[src/rtl/mem_stage.sv]
// Memory pipeline stage: accepts one EX-side instruction at a time, runs a
// single request/ack data-bus access for loads/stores, and registers the writeback fields.
module mem_stage #(
  parameter int unsigned ACK_TIMEOUT = 16
) (
  input  logic        clk,
  input  logic        rst_n,
  input  logic        i_valid,
  output logic        o_stall,
  input  logic        i_RegSrc,
  input  logic [1:0]  i_ResultSrc,
  input  logic        i_MemRead,
  input  logic        i_MemWrite,
  input  logic [2:0]  i_Funct3,
  input  logic [31:0] i_Result,
  input  logic [31:0] i_Store_Data,
  input  logic [31:0] i_Pc_4,
  input  logic [4:0]  i_Rd,
  output logic        o_dmem_req,
  output logic        o_dmem_we,
  output logic [31:0] o_dmem_addr,
  output logic [31:0] o_dmem_wdata,
  output logic [3:0]  o_dmem_be,
  input  logic        i_dmem_ack,
  input  logic [31:0] i_dmem_rdata,
  output logic        o_valid,
  output logic        o_RegSrc,
  output logic [1:0]  o_ResultSrc,
  output logic [31:0] o_Result,
  output logic [31:0] o_Wb_Data,
  output logic [31:0] o_Pc_4,
  output logic [4:0]  o_Rd,
  output logic        o_misalign,
  output logic        o_bus_err
);

  localparam logic [0:0] S_IDLE = 1'b0;
  localparam logic [0:0] S_REQ  = 1'b1;
  localparam int unsigned CW = $clog2(ACK_TIMEOUT + 1);

  logic [0:0]    state_q, state_d;
  logic [CW-1:0] cnt_q, cnt_d;
  logic [31:0]   addr_q, wdata_q, pc4_q;
  logic [3:0]    be_q;
  logic [2:0]    f3_q;
  logic [1:0]    rsrc_q;
  logic [4:0]    rd_q;
  logic          we_q, load_q, regsrc_q;

  logic        accept, is_mem, misalign, start_bus, ack_hit, timeout;
  logic [3:0]  be_in;
  logic [31:0] wdata_in, ld_data;
  logic [7:0]  ld_byte;
  logic [15:0] ld_half;

  assign o_stall   = (state_q == S_REQ);
  assign accept    = i_valid & ~o_stall;
  assign is_mem    = i_MemRead | i_MemWrite;
  assign misalign  = is_mem & (((i_Funct3[1:0] == 2'b01) & i_Result[0]) |
                               ((i_Funct3[1:0] == 2'b10) & (i_Result[1:0] != 2'b00)));
  assign start_bus = accept & is_mem & ~misalign;
  assign ack_hit   = (state_q == S_REQ) & i_dmem_ack;
  // Ack wins over a timeout that lands in the same cycle.
  assign timeout   = (state_q == S_REQ) & ~i_dmem_ack & (cnt_q == CW'(ACK_TIMEOUT));

  assign o_dmem_req   = (state_q == S_REQ);
  assign o_dmem_we    = we_q;
  assign o_dmem_addr  = {addr_q[31:2], 2'b00};
  assign o_dmem_wdata = wdata_q;
  assign o_dmem_be    = be_q;

  always_comb begin
    be_in    = 4'b1111;
    wdata_in = i_Store_Data;
    case (i_Funct3[1:0])
      2'b00: begin
        be_in    = 4'b0001 << i_Result[1:0];
        wdata_in = {4{i_Store_Data[7:0]}};
      end
      2'b01: begin
        be_in    = 4'b0011 << i_Result[1:0];
        wdata_in = {2{i_Store_Data[15:0]}};
      end
      default: ;
    endcase
  end

  always_comb begin
    ld_byte = i_dmem_rdata[7:0];
    case (addr_q[1:0])
      2'b01:   ld_byte = i_dmem_rdata[15:8];
      2'b10:   ld_byte = i_dmem_rdata[23:16];
      2'b11:   ld_byte = i_dmem_rdata[31:24];
      default: ;
    endcase
    ld_half = addr_q[1] ? i_dmem_rdata[31:16] : i_dmem_rdata[15:0];
    case (f3_q)
      3'b000:  ld_data = {{24{ld_byte[7]}}, ld_byte};
      3'b001:  ld_data = {{16{ld_half[15]}}, ld_half};
      3'b100:  ld_data = {24'h0, ld_byte};
      3'b101:  ld_data = {16'h0, ld_half};
      default: ld_data = i_dmem_rdata;
    endcase
  end

  always_comb begin
    state_d = state_q;
    cnt_d   = cnt_q;
    if (state_q == S_IDLE) begin
      if (start_bus) begin
        state_d = S_REQ;
        cnt_d   = CW'(1);
      end
    end else if (ack_hit | timeout) begin
      state_d = S_IDLE;
      cnt_d   = '0;
    end else begin
      cnt_d = cnt_q + CW'(1);
    end
  end

  always_ff @(posedge clk or negedge rst_n) begin
    if (!rst_n) begin
      state_q     <= S_IDLE;
      cnt_q       <= '0;
      addr_q      <= '0;
      wdata_q     <= '0;
      pc4_q       <= '0;
      be_q        <= '0;
      f3_q        <= '0;
      rsrc_q      <= '0;
      rd_q        <= '0;
      we_q        <= 1'b0;
      load_q      <= 1'b0;
      regsrc_q    <= 1'b0;
      o_valid     <= 1'b0;
      o_RegSrc    <= 1'b0;
      o_ResultSrc <= '0;
      o_Result    <= '0;
      o_Wb_Data   <= '0;
      o_Pc_4      <= '0;
      o_Rd        <= '0;
      o_misalign  <= 1'b0;
      o_bus_err   <= 1'b0;
    end else begin
      state_q    <= state_d;
      cnt_q      <= cnt_d;
      o_valid    <= 1'b0;
      o_misalign <= 1'b0;
      o_bus_err  <= 1'b0;
      if (start_bus) begin
        addr_q   <= i_Result;
        wdata_q  <= wdata_in;
        be_q     <= be_in;
        we_q     <= i_MemWrite;
        load_q   <= i_MemRead & ~i_MemWrite;
        f3_q     <= i_Funct3;
        regsrc_q <= i_RegSrc;
        rsrc_q   <= i_ResultSrc;
        pc4_q    <= i_Pc_4;
        rd_q     <= i_Rd;
      end
      if (accept & ~start_bus) begin
        o_valid     <= 1'b1;
        o_RegSrc    <= i_RegSrc & ~misalign;
        o_ResultSrc <= i_ResultSrc;
        o_Result    <= i_Result;
        o_Wb_Data   <= '0;
        o_Pc_4      <= i_Pc_4;
        o_Rd        <= i_Rd;
        o_misalign  <= misalign;
      end else if (ack_hit | timeout) begin
        o_valid     <= 1'b1;
        o_RegSrc    <= regsrc_q & ~timeout;
        o_ResultSrc <= rsrc_q;
        o_Result    <= addr_q;
        o_Wb_Data   <= (ack_hit & load_q) ? ld_data : '0;
        o_Pc_4      <= pc4_q;
        o_Rd        <= rd_q;
        o_bus_err   <= timeout;
      end
    end
  end

endmodule
[config.mk]
export PLATFORM = sky130hd
export DESIGN_NAME = mem_stage
export DESIGN_NICKNAME = d
export VERILOG_FILES = /design/src/rtl/mem_stage.sv
export SDC_FILE = /design/constraint.sdc
export NUM_CORES = 1
export LEC_CHECK = 0
export BUFFER_PORTS_ARGS = -buffer_cell sky130_fd_sc_hd__buf_2
export CAP_MARGIN = 20
export CELL_PAD_IN_SITES_DETAIL_PLACEMENT = 0
export CELL_PAD_IN_SITES_GLOBAL_PLACEMENT = 1
export CORE_ASPECT_RATIO = 1.1
export CORE_MARGIN = 5
export CORE_UTILIZATION = 36
export DETAILED_ROUTE_END_ITERATION = 10
export PLACE_DENSITY = 0.85
export SLEW_MARGIN = 0
export SYNTH_ARGS = -nofsm -noshare
export SYNTH_HDL_FRONTEND = slang
export SYNTH_SLANG_ARGS = --single-unit
[constraint.sdc]
create_clock -name clk -period 1.8 [get_ports clk]
set_input_delay 0 -clock clk [delete_from_list [all_inputs] [get_ports clk]]
set_output_delay 0 -clock clk [all_outputs]
set_load 0.005 [all_outputs]
## Yosys cells after proc, flatten, opt, wreduce, memory -nomap -nowiden

Index checks and enable logic that the tools add are counted.

- Logic and storage cells: 90
- Output and inout bits: 178
- Bits in registers: 226
- Input bits: 145

- Reduce and logical (&&, ||, !) cells: 5
- Muxes and demuxes: 29
- $add $sub $neg: 1
- Equal/unequal tests: 9
- Shift operators: 2
- Bitwise gates (word level): 23

Operators with widths:

| kind | count |
|---|---|
| 2-to-1 mux 32 bit | 7 |
| one-hot mux 32 bit (4 select lines) | 1 |
| one-hot mux 32 bit (2 select lines) | 1 |
| 2-to-1 mux 5 bit | 5 |
| one-hot mux 8 bit (3 select lines) | 1 |
| 2-to-1 mux 16 bit | 1 |
| bitwise AND 1 bit | 14 |
| 2-to-1 mux 1 bit | 10 |
| one-hot mux 4 bit (2 select lines) | 1 |
| == test 2 bit (second input constant) | 3 |
| == test 3 bit (second input constant) | 2 |
| NOT 1 bit | 6 |
| nonzero test 2 bit | 3 |
| adder 5 x 1 -> 5 bit (second input constant) | 1 |
| == test 5 bit (second input constant) | 1 |
| == test 2 x 1 -> 1 bit (second input constant) | 2 |
| 2-to-1 mux 2 bit | 2 |
| << shifter 1 x 2 -> 4 bit (first input constant) | 1 |
| << shifter 2 x 2 -> 4 bit (first input constant) | 1 |
| == test 3 x 1 -> 1 bit (second input constant) | 1 |
| zero test 3 bit | 1 |
| bitwise OR 1 bit | 3 |
| zero test 2 bit | 1 |

## Depth between registers and ports, before layout

Gate-level depths: netlist of the first run.

- Depth after elaboration: 9
- Mapped depth: 8
- Depth with buffers taken out: 6

## Worst setup path after synthesis of the first run

OpenSTA, ideal clock, no wires.

- Kind: register to register
- Start: register cnt_q[0]
- End: register o_Pc_4[0]
- Setup time: 126 ps
- Path buffers: 2
- Clock period less this slack: 1,834 ps
- Data arrival time: 1,708 ps
- Data required time: 1,674 ps
- Setup slack: -34 ps
- Stages on the path, launching flop included: 9
- Cells stage by stage: dfrtp_1 -> inv_1 -> ha_1 -> nand4bb_1 -> a21oi_1 -> nand2_1 -> buf_4 -> buf_6 -> a221o_1

- Cells in the longest elaborated chain, start to end: 4

Ends and longest elaborated chain:

| what | line | RTL |
|---|---|---|
| start: declaration | 42 | `logic [CW-1:0] cnt_q, cnt_d;` |
| start signal: assignment | 147 | `cnt_q <= cnt_d;` |
| == test 5 bit | 64 | `assign timeout = (state_q == S_REQ) & ~i_dmem_ack & (cnt_q == CW'(ACK_TIMEOUT));` |
| bitwise AND 1 bit | 64 |  |
| bitwise OR 1 bit | 172 | `end else if (ack_hit \| timeout) begin` |
| nonzero test 2 bit (no source line) | n/a |  |
| end signal: assignment | 169 | `o_Pc_4 <= i_Pc_4;` |
| end signal: assignment | 178 | `o_Pc_4 <= pc4_q;` |
| end: declaration | 31 | `output logic [31:0] o_Pc_4,` |

No other way between the ends.
A chain may end at the register's enable or synchronous reset.

## Final worst setup path of the first run

- Start: register cnt_q[0]
- End: register o_Wb_Data[21]

- Cells in the longest elaborated chain, start to end: 4

Ends and longest elaborated chain:

| what | line | RTL |
|---|---|---|
| == test 5 bit | 64 |  |
| bitwise AND 1 bit | 64 |  |
| bitwise OR 1 bit | 172 |  |
| nonzero test 2 bit (no source line) | n/a |  |
| end signal: assignment | 177 | `o_Wb_Data <= (ack_hit & load_q) ? ld_data : '0;` |
| end: declaration | 30 | `output logic [31:0] o_Wb_Data,` |

No other way between the ends.

==> metrics.md, run 1 <==
| Metric | Value |
|---|---|
| Crit path time final | `1.81 ns` |
| Delay of the slowest cell on the worst path | `0.39 ns` |
| Hold Fails Final Rpt | `0` |
| Vias per cell | `5.12` |
| Number of max-cap violations | `0` |
| Synth Area in Compound Gates | `16.0%` |
| Number of nets still failing antenna checks after routing | `0` |
| Later-pin clock latency in the skew report | `0.52 ns` |
| Worst Setup End Kind | `register` |
| EDFF count, synth | `0` |
| Top-Level Pins | `323` |
| Share of flip-flops with an asynchronous set or reset | `100%` |
| Slew Limit Fails | `0` |
| Instance count of the mapped netlist | `806` |
| Final Routed Wirelength | `32,500 um` |
| Final critical-path share of the clock period | `101%` |
| Routing usage on met2 | `34.4%` |
| Met3 Use GR | `4.23%` |
| Portion of the post-synthesis area used by sequential elements | `56.2%` |
| Die Outline Area | `31,400 um2` |
| Global routing usage on met1 | `24.0%` |
| Residual DRC | `0` |
| Commonest non-fill, non-tap cell in the layout | `buf_2` |
| Most utilized layer in the global route result | `met2` |
| FMAX | `552 MHz` |
| Clk buf depth | `3` |
| Register bit count reported by yosys | `226` |
| Core footprint | `27,700 um2` |
| Run status | `finished with violations` |
| Area share of fa/ha/maj cells after synthesis | `0.249%` |
| Worst setup path class | `reg2reg` |
| Initial Util | `36.3%` |
| Commonest cells after routing, fill and taps aside | `buf_2 (319), dfrtp_1 (226), dlygate4sd3_1 (156)` |
| Die Span X | `169 um` |
| Post-route non-filler standard cell count | `1,652` |
| Initial antenna violation count | `3` |
| Actual slew at the worst max-slew pin | `0.695 ns` |
| HP Class | `in2reg` |
| Area fraction in and, or, nand and nor cells after synthesis | `8.84%` |
| Root Driver | `clkbuf_16` |
| Setup ws final | `-0.0108 ns` |
| Overall via count from detail_route | `8,466` |
| Post-Synth XOR/XNOR Area | `0.174%` |
| Ratio of cells with drive above 1 in the final layout | `39.8%` |
| Drt first-iter violations | `678` |
| Setup violators final | `4` |
| Worst setup timing slack at the placement stage | `-0.0359 ns` |
| Placed Instance Area | `12,100 um2` |
| Final std cell area, no fill | `14,700 um2` |
| Reported leakage power | `0.00709 uW` |
| Main flop type after synthesis | `dfrtp_1` |
| Overflow after GRT | `0` |
| Number of sinks driven by the clock tree | `226` |
| Clock transition at the registers of the reported paths | `0.06 ns` |
| Avg WL per Cell | `19.7 um` |
| Series of cell instances along the critical path | `inv_2, ha_4, nand4bb_4, a21oi_4, nand2_4, buf_12, a221o_2` |
| Die span in y | `185 um` |
| Global-route wire length before repair | `49,300 um` |
| Mean post-synth cell area | `12.5 um2` |
| Worst Setup Start Kind | `register` |
| TritonRoute pass-1 iters | `5` |
| Dominant combinational cell family by area after synthesis | `compound AO/OA/AOI/OAI gates` |
| Routability-driven placement congestion ratio | `0.827` |
| Maximum fanout count along the critical path | `29` |
| Violated checks | `setup timing` |
| Critical Path AT | `2.20 ns` |
| Via count of the first global-routing pass | `8,873` |
| Required time at the worst-slack endpoint | `2.19 ns` |
| Relative slew slack | `53.6%` |
| CTS tree | `done` |
| RSZ-0062 raised after global routing | `yes` |
| Number of H-tree branching levels | `1` |
| Sum Neg Setup Slack | `-0.0341 ns` |
| Worst vdd ir | `0.000679 V` |
| Total CTS buffers | `25` |
| Largest net degree at the start of global routing | `82` |
| Pwr dens | `1170 nW/um2` |
| Area growth from synthesis to layout | `45.6%` |
| Worst setup path startpoint | `cnt_q[0]` |
| Count of cell types in the netlist | `47` |
| Count of placed standard cells including taps | `1,443` |
| Launch point of the worst hold path | `i_MemRead` |
| Warnings, synthesis | `0` |
| Final-stage net count | `1,418` |
| Mux cell area share after synthesis | `12.5%` |
| Detailed Place HPWL | `20,900 um` |
| CP max-delay cell | `dfrtp_1` |
| Area of the mapped netlist | `10,100 um2` |
| Origin of the critical flop-to-flop path | `cnt_q[0]` |
| Number of placement rows | `64` |
| Aggregate global-route resource usage | `19.5%` |
| Buffers added on ports | `320` |
| Max Clock Skew | `0.00833 ns` |
## repair_timing
item	CTS	global route
hold buffers	156	0
endpoints found under the setup margin	95	76
buffers inserted	0	4
gates cloned	0	4
endpoints found under the hold margin	447	0
pin swaps	1	14
resized for setup	2	4
## area by class of cell
| type | instances | area [um2] |
|---|---|---|
| multi-input combinational | 476 | 3890 |
| clock inverter | 5 | 50.0 |
| inverter | 15 | 56.3 |
| clock buffer | 38 | 764 |
| timing repair buffer | 527 | 3780 |
| antenna | 2 | 5.00 |
| sequential | 226 | 5660 |
| fill | 2357 | 13000 |
| tap | 363 | 454 |
## registers in the layout, summed over array words and instances, names as in the netlist, 3 cells and up
register and count:
o_Wb_Data 32, o_Rd 5, o_Pc_4 32, cnt_q 5, rd_q 5, f3_q 3
pc4_q 32, o_dmem_be 4, o_dmem_wdata 32, o_Result 32, addr_q 32
## cell usage after synthesis, types with 3 or more instances
| cell type | instances | area share, % |
|---|---|---|
| dfrtp_1 | 226 | 56 |
| a221o_1 | 73 | 7.3 |
| mux2_2 | 73 | 8.2 |
| and2_1 | 71 | 4.4 |
| buf_4 | 38 | 2.8 |
| o21ai_0 | 37 | 1.8 |
| nand2_1 | 36 | 1.3 |
| clkbuf_1 | 27 | 1.0 |
| a21oi_1 | 26 | 1.3 |
| mux2i_1 | 26 | 2.6 |
| nor2_1 | 21 | 0.78 |
| buf_2 | 19 | 0.94 |
| a221o_2 | 15 | 1.7 |
| inv_1 | 14 | 0.52 |
| mux2_1 | 12 | 1.3 |
| o2bb2ai_1 | 10 | 0.87 |
| nand3_1 | 9 | 0.45 |
| a211o_1 | 6 | 0.52 |
| a22o_1 | 6 | 0.52 |
| and3b_1 | 6 | 0.52 |
| buf_6 | 6 | 0.67 |
| o32ai_1 | 6 | 0.52 |
| nand2b_1 | 5 | 0.31 |
| nor2b_1 | 4 | 0.25 |
| nor3_1 | 4 | 0.20 |
| a32o_1 | 3 | 0.30 |
| and3_1 | 3 | 0.19 |
## worst max-delay path: cells and delay by family (launching register included)
family                     cells  cell delay (ns)
DFF                            1             0.39
buffers and inverters          2             0.31
adders and majority gates      1             0.14
AOI/OAI and AO/OA              2             0.56
and+or+nand+nor                2             0.28
## cell families (layout without fill, tap and decap cells)
group,count (synthesis),after routing
DFF,226,226
AOI/OAI and AO/OA,193,193
and+or+nand+nor,164,164
muxes,113,113
buffers and inverters,105,585
adders and majority gates,2,2
xor gates and xnor gates,2,2
other,1,4
## power breakdown
group | switching, uW | internal, uW | total, uW
logic | 2220 | 2650 | 4870
registers | 840 | 6450 | 7290
clock network | 2010 | 3040 | 5050
## metrics by stage
| step | total power, uW | util, % | hold slack (ns) |
|---|---|---|---|
| 5_1_grt | 18100 | 52.9 | 0.0562 |
| 6_report | 17200 | 52.9 | 0.0374 |
| 2_1_floorplan | 9710 | - | -0.296 |
| 3_3_place_gp | 11600 | 43.7 | 0.0110 |
| 3_5_place_dp | 11800 | 43.7 | 0.0282 |
| 4_1_cts | 17200 | 52.3 | 0.0266 |
## final timing paths
path	endpoint	slack (ns)	cells after the start
hold reg to reg	pc4_q[30]	0.48	1
min in group asynchronous	o_Result[2]	0.07	2
setup / recovery	o_Wb_Data[21]	-0.01	7
setup reg to reg	o_Wb_Data[21]	-0.01	7
hold / removal	o_misalign	0.04	3
max in group asynchronous	o_Result[15]	1.06	3
## routing by layer
metal | part of all wire [%] | vias up
li1 | - | 3864
met1 | 39 | 4184
met2 | 51 | 343
met3 | 7.3 | 73
met4 | 3.1 | 2
met5 | 0.022 | -
Note: power is estimated with default switching activity, not from simulation.
==> run 2, diff against run 1 <==
--- a/config.mk
+++ b/config.mk
@@ -5,15 +5,16 @@
 export SDC_FILE = /design/constraint.sdc
 export NUM_CORES = 1
 export LEC_CHECK = 0
+export ABC_AREA = 1
 export BUFFER_PORTS_ARGS = -buffer_cell sky130_fd_sc_hd__buf_2
 export CAP_MARGIN = 20
 export CELL_PAD_IN_SITES_DETAIL_PLACEMENT = 0
 export CELL_PAD_IN_SITES_GLOBAL_PLACEMENT = 1
 export CORE_ASPECT_RATIO = 1.1
 export CORE_MARGIN = 5
-export CORE_UTILIZATION = 36
+export CORE_UTILIZATION = 34
 export DETAILED_ROUTE_END_ITERATION = 10
-export PLACE_DENSITY = 0.85
+export PLACE_DENSITY = 0.86
 export SLEW_MARGIN = 0
 export SYNTH_ARGS = -nofsm -noshare
 export SYNTH_HDL_FRONTEND = slang
==> metrics.md, run 2 <==
| Metric | Value |
|---|---|
| Crit path time final | `1.73 ns` |
| Clock transition at the registers of the reported paths | `0.05 ns` |
| Avg WL per Cell | `16.3 um` |
| Main flop type after synthesis | `dfrtp_1` |
| Internal power contribution | `14,700 uW` |
| Initial Util | `34.4%` |
| Number of placement rows | `67` |
| Portion of the post-synthesis area used by sequential elements | `53.8%` |
| Vias per cell | `4.88` |
| Final Routed Wirelength | `35,000 um` |
| Switching power as a share of total power | `36.9%` |
| Register-to-Register Setup Slack | `0.10 ns` |
| Count of cell types in the netlist | `26` |
| Die span in y | `194 um` |
| Utilization after layout | `48.9%` |
| Fraction of synthesized cell area taken by the top area cell type | `53.8%` |
| Run status | `finished, final reports clean` |
| Top-Level Pins | `323` |
| TritonRoute pass-1 iters | `7` |
| Net switching power | `8570 uW` |
| Number of H-tree branching levels | `1` |
| Register bit count reported by yosys | `226` |
| Dominant cell type by area after synthesis | `dfrtp_1` |
| Maximum fanout count along the critical path | `28` |
| Total CTS buffers | `26` |
| Global-route wire length before repair | `55,300 um` |
| Die Span X | `178 um` |
| CTS tree | `done` |
| Most numerous cell types in the synthesized netlist | `nand2_1 (481), nand3_1 (268), dfrtp_1 (226)` |
| Worst r2r dst | `o_Result[29]` |
| Area growth from synthesis to layout | `41.9%` |
| Root Driver | `clkbuf_16` |
| Warnings, synthesis | `0` |
| Power share of the clock group | `23.8%` |
| Area of the mapped netlist | `10,500 um2` |
| Fill count | `2,956` |
| Ratio of cells with drive above 1 in the final layout | `24.5%` |
| Later-pin clock latency in the skew report | `0.52 ns` |
| Multi-input gate area in the final layout | `4020 um2` |
| Number of max-cap violations | `0` |
| Main area contributors after synthesis | `dfrtp_1 (54%), nand2_1 (17%), nand3_1 (13%)` |
| Worst Setup Start Kind | `input port` |
| Relative slew slack | `62.0%` |
| Worst vdd ir | `0.000768 V` |
| Origin of the critical flop-to-flop path | `cnt_q[0]` |
| Worst setup path class | `in2reg` |
| Clk buf depth | `3` |
| Pwr dens | `1560 nW/um2` |
| Max Clock Skew | `0.0110 ns` |
| Depth of the worst register-to-register path | `10` |
| Final critical-path share of the clock period | `96.3%` |
| WHS | `0.0214 ns` |
| Commonest non-fill, non-tap cell in the layout | `nand2_1` |
| EDFF count, synth | `0` |
| RSZ-0062 raised after global routing | `yes` |
| Total area of sequential cells | `5660 um2` |
| Commonest cells after routing, fill and taps aside | `nand2_1 (480), buf_2 (319), nand3_1 (267)` |
| Initial antenna violation count | `4` |
| Number of sinks driven by the clock tree | `226` |
| Required time at the worst-slack endpoint | `2.23 ns` |
| FMAX | `577 MHz` |
| Overflow after GRT | `0` |
| Via count of the first global-routing pass | `10,579` |
| Share of flip-flops with an asynchronous set or reset | `100%` |
| Worst Setup End Kind | `register` |
| Actual slew at the worst max-slew pin | `0.569 ns` |
| Core footprint | `30,500 um2` |
| Hold Fails Final Rpt | `0` |
| Setup violators final | `0` |
| Overall power of the completed layout | `23,200 uW` |
| Routability-driven placement congestion ratio | `0.850` |
| Die Outline Area | `34,500 um2` |
| Number of nets still failing antenna checks after routing | `0` |
| Mean post-synth cell area | `8.17 um2` |
| Most frequent cell after synthesis | `nand2_1` |
| Fraction of power consumed by sequential logic | `38.5%` |
| Drt first-iter violations | `772` |
| Largest net degree at the start of global routing | `83` |
| Critical Path AT | `2.16 ns` |
| Final-stage net count | `1,856` |
| Buffers added on ports | `320` |
| Reported leakage power | `0.00795 uW` |
| Overall via count from detail_route | `10,459` |
| Instance count of the mapped netlist | `1,286` |
| Residual DRC | `0` |
| Logic gate share of total power | `37.7%` |
| Slew Limit Fails | `0` |
| Detailed Place HPWL | `22,300 um` |
| Aggregate global-route resource usage | `19.5%` |
| HP Class | `in2async` |
==> run 2: final cells by class <==
| type | count | share of cell area, % |
|---|---|---|
| flip-flops and latches | 226 | 37.9 |
| multi-input cells | 909 | 26.9 |
| repair buffers | 509 | 24.4 |
| clock buffers | 39 | 5.30 |
| well taps | 414 | 3.47 |
| inverters | 36 | 0.999 |
| clock inverters | 8 | 0.814 |
| repair inverters | 1 | 0.0587 |
| diodes | 3 | 0.0504 |
==> run 2: per-layer routing <==
metal,up-vias,track usage (%),wire length [um]
li1,4994,-,-
met1,4990,24.0,14100
met2,372,32.9,17100
met3,101,4.43,2380
met4,2,8.14,1510
met5,-,0,11
==> run 2: metrics by stage <==
stage	std cells	setup WS, ns	setup TNS (ns)	area [um2]
6_report	2145	0.0664	0	14900
5_1_grt	2145	-0.0350	-0.103	14900
4_1_cts	2136	0.00762	0	14800
3_5_place_dp	1938	-0.0503	-0.0664	12300
3_3_place_gp	1938	-0.0166	-0.0166	12300
2_1_floorplan	1287	0.287	0	10500
==> run 2: worst max path at each step <==
stage	start	end	slack [ns]	cells past startpoint
3_3_place_gp	o_dmem_req	cnt_q[0]	-0.02	10
2_1_floorplan	cnt_q[0]	o_RegSrc	0.29	10
5_1_grt	i_Funct3[1]	o_dmem_wdata[24]	-0.04	9
4_1_cts	cnt_q[0]	o_Result[17]	0.008	10
6_report	i_Funct3[1]	o_dmem_wdata[30]	0.07	9
3_5_place_dp	o_dmem_req	cnt_q[0]	-0.05	10
==> run 2: kinds of logic after synthesis <==
group,after synthesis,synth area share (%)
compound gates,87,4.39
simple gates,815,33.0
xor+xnor,3,0.250
buf+inv,152,8.21
fa+ha+maj,2,0.238
flops,226,53.8
other cells,1,0.0357
==> run 2: critical path, cell delays in order <==
cell           delay, ns
dlygate4sd3_1       0.55
buf_2               0.14
buf_4               0.23
nor2_4              0.23
nand2_1             0.10
nand2_1             0.09
a21oi_1             0.05
dlygate4sd3_1       0.59
o21ai_0             0.17
==> run 2: timing repair <==
action                                  in CTS  in global routing
endpoints found under the setup margin       4                105
pin swaps                                    0                  1
setup buffers                                0                  4
hold endpoints to repair                   445                  0
hold buffers                               151                  0
cloned                                       0                  2
gates resized for setup                      1                 12
==> run 2: power groups by stage <==
stage | Combinational [uW] | Sequential (uW) | Clock (uW)
5_1_grt | 9840 | 9240 | 5940
3_5_place_dp | 8340 | 8990 | 0
2_1_floorplan | 4970 | 8890 | 0
3_3_place_gp | 8190 | 8930 | 0
4_1_cts | 8650 | 8940 | 5710
6_report | 8750 | 8950 | 5530
